[src/rtl/p2s_pkg.sv]
// p2s_pkg: shared types and sizing helpers for the parallel-to-serial stream converter.
package p2s_pkg;
  typedef enum logic {P2S_IDLE, P2S_SHIFT} p2s_state_e;
  function automatic int frame_len(input int width, input bit parity_en);
    return parity_en ? width + 1 : width;
  endfunction
  function automatic int cnt_width(input int fl);
    return fl > 2 ? $clog2(fl) : 1;
  endfunction
endpackage

[src/rtl/p2s_parity_calc.sv]
// p2s_parity_calc: parity of a word with selectable sense; only built when P2S_PARITY_EN is defined.
`ifdef P2S_PARITY_EN
module p2s_parity_calc #(
  parameter int WIDTH      = 4,
  parameter int PARITY_ODD = 0
) (
  input  logic [WIDTH-1:0] d,
  output logic             parity
);
  assign parity = ^d ^ 1'(PARITY_ODD);
endmodule
`endif

[src/rtl/par2ser_stream.sv]
// par2ser_stream: valid/ready word in, framed serial bit out with last marker and abort.
// Optional trailing parity bit enabled by defining P2S_PARITY_EN.
module par2ser_stream
  import p2s_pkg::*;
#(
  parameter int WIDTH      = 4,
  parameter bit MSB_FIRST  = 1'b1,
  parameter bit IDLE_LEVEL = 1'b0,
  parameter int PARITY_ODD = 0
) (
  input  logic             clk,
  input  logic             rst_n,
  input  logic [WIDTH-1:0] d,
  input  logic             in_valid,
  output logic             in_ready,
  input  logic             abort,
  output logic             dout,
  output logic             valid_out,
  output logic             last_out
);
`ifdef P2S_PARITY_EN
  localparam bit PAR_EN = 1'b1;
`else
  localparam bit PAR_EN = 1'b0;
`endif
  localparam int FL = frame_len(WIDTH, PAR_EN);
  localparam int CNT_W = cnt_width(FL);
  localparam logic [CNT_W-1:0] LAST = CNT_W'(FL - 1);
  if (WIDTH < 2 || PARITY_ODD < 0 || PARITY_ODD > 1) begin : g_bad_cfg
    $error("par2ser_stream: WIDTH must be >=2 and PARITY_ODD 0 or 1");
  end
  p2s_state_e state, state_nxt;
  logic [CNT_W-1:0] cnt;
  logic [WIDTH-1:0] ord;
  logic [FL-1:0] frame, sr;
  logic busy, at_last, accept;
  // ord holds the word in transmission order, first bit at the MSB
  for (genvar i = 0; i < WIDTH; i++) begin : g_ord
    assign ord[i] = MSB_FIRST ? d[i] : d[WIDTH-1-i];
  end
`ifdef P2S_PARITY_EN
  logic par;
  p2s_parity_calc #(.WIDTH(WIDTH), .PARITY_ODD(PARITY_ODD)) u_par (.d(d), .parity(par));
  assign frame = {ord, par};
`else
  assign frame = ord;
`endif
  assign busy     = state == P2S_SHIFT;
  assign at_last  = busy && cnt == LAST;
  assign in_ready = rst_n && (!busy || at_last);
  assign accept   = in_valid && in_ready && !abort;
  always_ff @(posedge clk or negedge rst_n)
    if (!rst_n) state <= P2S_IDLE;
    else        state <= state_nxt;
  always_comb
    state_nxt = abort                ? P2S_IDLE  :
                accept               ? P2S_SHIFT :
                (busy && !at_last)   ? P2S_SHIFT : P2S_IDLE;
  always_comb begin
    valid_out = busy;
    last_out  = at_last;
  end
  always_ff @(posedge clk or negedge rst_n)
    if (!rst_n) begin
      cnt  <= '0;
      sr   <= '0;
      dout <= IDLE_LEVEL;
    end else if (abort) begin
      cnt  <= '0;
      dout <= IDLE_LEVEL;
    end else if (accept) begin
      cnt  <= '0;
      dout <= frame[FL-1];
      sr   <= frame << 1;
    end else if (busy && !at_last) begin
      cnt  <= cnt + 1'b1;
      dout <= sr[FL-1];
      sr   <= sr << 1;
    end else begin
      cnt  <= '0;
      dout <= IDLE_LEVEL;
    end
endmodule

[config.mk]
export PLATFORM = sky130hd
export DESIGN_NAME = par2ser_stream
export DESIGN_NICKNAME = d
export VERILOG_FILES = /design/src/rtl/p2s_pkg.sv /design/src/rtl/p2s_parity_calc.sv /design/src/rtl/par2ser_stream.sv
export SDC_FILE = /design/constraint.sdc
export NUM_CORES = 1
export LEC_CHECK = 0
export ABC_CLOCK_PERIOD_IN_PS = 1600
export BUFFER_PORTS_ARGS = -buffer_cell sky130_fd_sc_hd__buf_2
export CAP_MARGIN = 20
export CORE_AREA = 8 8 45 47
export DETAILED_ROUTE_END_ITERATION = 10
export DIE_AREA = 0 0 53 55
export PLACE_DENSITY = 0.56
export REMOVE_ABC_BUFFERS = 1
export SLEW_MARGIN = 0
export SYNTH_ARGS = -nofsm -noshare
export SYNTH_HDL_FRONTEND = slang
export SYNTH_SLANG_ARGS = --single-unit
[constraint.sdc]
create_clock -name clk -period 1.6 [get_ports clk]
set_input_delay 0.24 -clock clk [delete_from_list [all_inputs] [get_ports clk]]
set_output_delay 0.24 -clock clk [all_outputs]
set_load 0.02 [all_outputs]
Word-level counts from Yosys, hierarchy flattened
Cells that the tools add are included.

Add/sub/neg operators: 1. $mul: 0. Divide/modulo/power cells: 0. Order comparisons: 0. Equal/unequal tests: 1. Shift-type cells: 0. Muxes and demuxes: 11. Bitwise gates (word level): 1. Reduce and logical (&&, ||, !) cells: 11.

Operator list (number): 4-bit two-way mux (2); 1-bit two-way mux (6); 2-bit two-way mux (3); 1-bit logical AND (5); 1-bit zero test (3); 2-bit by 1-bit adder with 2-bit output (second input constant) (1); 2-bit equality test (second input constant) (1); 2-bit AND reduction (1); 2-bit nonzero test (1); 1-bit logical OR (1); 1-bit inverter (1).

Register bits after elaboration: 8. Bits in latches: 0. Bits in writable memories: 0. Memory bits (read-only): 0. Input bits: 8. Output and inout port bits: 4. Word-level logic and storage cells: 29. Memories kept: 0.

Depth between registers and ports, before layout
Word-level depth: 8. Mapped depth: 5. Depth with buffers taken out: 4.

Least setup slack after synthesis
No wires, ideal clock.

Path type: reg-to-output. Start point: reg cnt[0]. End point: out in_ready. Arrival time: 1.112 ns. Data required time: 1.360 ns. Slack: 0.248 ns. Cell stages (with the launch flop): 5. Path buffers: 1. Cell sequence: dfrtp_1 -> ha_1 -> nand2b_1 -> buf_4 -> and2_2.

Longest elaborated chain between the ends: 4.

Ends and longest elaborated chain: from (decl) (RTL line par2ser_stream.sv:33) `logic [CNT_W-1:0] cnt;`; from (signal assigned) (RTL line par2ser_stream.sv:76) `cnt <= cnt + 1'b1;`; 2-bit equality test (RTL line par2ser_stream.sv:49) `assign at_last = busy && cnt == LAST;`; 1-bit logical AND (RTL line par2ser_stream.sv:49); 1-bit logical OR (RTL line par2ser_stream.sv:50) `assign in_ready = rst_n && (!busy || at_last);`; 1-bit logical AND (RTL line par2ser_stream.sv:50); to (decl) (RTL line par2ser_stream.sv:15) `output logic in_ready,`.

Every way passes these cells.

Final worst setup path
Start point: in rst_n. End point: out in_ready.

Longest elaborated chain between the ends: 1.

Ends and longest elaborated chain: from (decl) (RTL line par2ser_stream.sv:12) `input logic rst_n,`; 1-bit logical AND (RTL line par2ser_stream.sv:50).

Every way passes these cells.

==> results.toml <==
[cells_and_area]
instances_no_fill = 64
fin_nets = 58
antenna_cells = 0
area_delta_synth_final_pct = 41.52
regArea_um2 = 175.2
drive_above_1_share = 0.5000
multi_input_area_um2 = 172.7
n_fill_cell = 151

[power]
power.density_nw_per_um2 = 910.4
leakagePower_nw = 0.2251
ir_worst_vdd_mv = 0.5599

[yosys]
synth_area_um2 = 346.6
synth_top_area_cell = "dfrtp_1"
async_reset_ff_frac = 1.000
synthFlopType = "dfrtp_1"
yosysWarnings = 0
synthesis.instances = 31
syn_avg_cell_area_um2 = 11.18
synth_top_area_share = 0.5054
synth_edf_count = 0
synthTopCellsByCount = "7 x dfrtp_1, 3 x and2_2, 3 x inv_1, 3 x nor3b_1"
synth.ff_latch_count = 7
synth-seq-area-share = 0.5054
synth_cell_type_count = 17
synth_area_leaders = "dfrtp_1 51%, and2_2 6.5%, nor3b_1 6.5%"
yosysMostFrequentCell = "dfrtp_1"

[sta]
finalSetupViolations = 0
fin_crit_sh = 0.9643
max_freq_mhz = 648.1
min_period_ns = 1.543
hold_viol_final = 0
relSlewSlack = 0.8555
tightest_slew_ns = 0.2168
fin_setup_tns_ns = 0
rsz0062_at_grt = "false"
fin_worst_skew_ns = 0.003388
drv_slew = 0

[clock_network]
clk_latency_ns = 0.25
clk_pin_slew_ns = 0.05
root_buffer = "clkbuf_4"
clock-sinks = 7
htreeDepth = 1
cts_tree = "built"
cts_buffers = 3
clk_path_buf_depth = 2

[routing]
dr.first_iter.drc_count = 5
finalWirelength_um = 766
viasPerCell = 4.516
ant_nets = 0
wl_per_cell_um = 11.97
drc = 0
drt_pass1_iterations = 2
num_vias = 289

[floorplan]
die_h_um = 55
start_util = 0.2505
dieArea_um2 = 2915
core_um2 = 1384
fp-row-count = 14
chipWidth_um = 53
pin_count = 12

[placed_design]
port_buffers = 11
hpwlAfterDp_um = 575.7
globalplace.congestion = 0.7552
dp_cells = 58

[grt]
grt_overflow = 0
track_usage = 0.06367
grt_max_degree = 11
first_global_vias = 317
grt_pass1_wl_um = 1359
grt_antenna_before_repair = 0

[run_status]
status = "finished, final reports clean"

[worst_setup_path]
arrival_ns = 1.30
crit_path_end_kind = "output port"
critPathKind = "primary input to output port"
crit_required_ns = 1.36
worstPathMaxFanout = 10
cp-start-kind = "primary input"

[hold_path]
worstHoldPathType = "primary input to flip-flop"

[flow_run]
drv_cap = 0
[cell families (layout without fill, tap and decap cells)]
group                      after synthesis  count (layout)  synth area share
AOI/OAI and AO/OA                        7               7            0.1697
and+or+nand+nor                         12              12            0.2346
adders and majority gates                1               1           0.03610
buffers and inverters                    4              21           0.05416
DFF                                      7               7            0.5054
[routing by layer]
layer / global-route usage / vias up / part of all wire
li1: - / 144 / -
met1: 0.06462 / 136 / 0.41
met2: 0.09570 / 9 / 0.48
met3: 0.05882 / 0 / 0.12
met4: 0.01293 / 0 / 0
met5: 0 / - / 0
[sequential cells by signal (all words and copies together) (netlist names)]
name,flops
cnt,2
sr,3
valid_out,1
dout,1
[cell usage in the layout (no fill, tap or decap)]
master	instances
a21oi_1	1
a21oi_4	1
a31oi_1	2
and2_2	3
buf_2	9
buf_4	3
clkbuf_1	1
clkbuf_4	4
dfrtp_1	7
dlygate4sd3_1	1
ha_4	1
inv_1	3
nand2_1	1
nand2b_4	1
nand3_1	1
nand3b_1	1
nand4b_1	1
nor3_1	1
nor3b_1	3
o21ai_0	1
o22a_2	2
[critical path, cell delays in order]
cell           delay (ns)
dlygate4sd3_1        0.53
clkbuf_4             0.19
and2_2               0.19
buf_4                0.15
[where the power goes]
part           internal [mW]  total [mW]  switching, mW
registers              0.197       0.209         0.0124
clock network         0.0951       0.160         0.0645
logic                 0.0405      0.0779         0.0374
[layout make-up]
| cell class | count | share of cell area |
|---|---|---|
| Sequential cell | 7 | 0.3571 |
| Inverter | 3 | 0.02296 |
| Clock buffer | 4 | 0.05357 |
| Multi-Input combinational cell | 20 | 0.3520 |
| Timing Repair Buffer | 14 | 0.1735 |
| Tap cell | 16 | 0.04082 |
[what timing repair did]
action | in CTS | in global routing
resized for setup | 1 | 4
pin swaps | 0 | 1
hold buffers | 1 | 0
buffers inserted | 0 | 1
setup endpoints to repair | 1 | 1
endpoints found under the hold margin | 7 | 0
[per-stage QoR]
stage	total power [mW]	worst slack [ns]	area, um^2	util	hold slack (ns)
6_report	0.4465	0.05706	490.5	0.3544	0.2469
5_1_grt	0.4739	0.01547	490.5	0.3544	0.2417
4_1_cts	0.4500	0.01526	460.4	0.3327	0.2441
3_5_place_dp	0.2843	0.2521	421.7	0.3047	0.1008
3_3_place_gp	0.2824	0.2355	421.7	0.3047	0.1011
2_1_floorplan	0.2522	0.2302	339.1	-	-0.05559
[final timing paths]
kind	start	endpoint	slack (ns)	depth (start not counted)
worst max-delay path	rst_n	in_ready	0.06	4
worst min-delay path	d[3]	dout	0.25	3
worst max register to register	cnt[0]	sr[2]	0.32	5
worst min register to register	cnt[0]	cnt[0]	0.49	1
max in group asynchronous	rst_n	dout	1.10	2
min in group asynchronous	rst_n	sr[2]	0.37	2
Note: power is estimated with default switching activity, not from simulation.
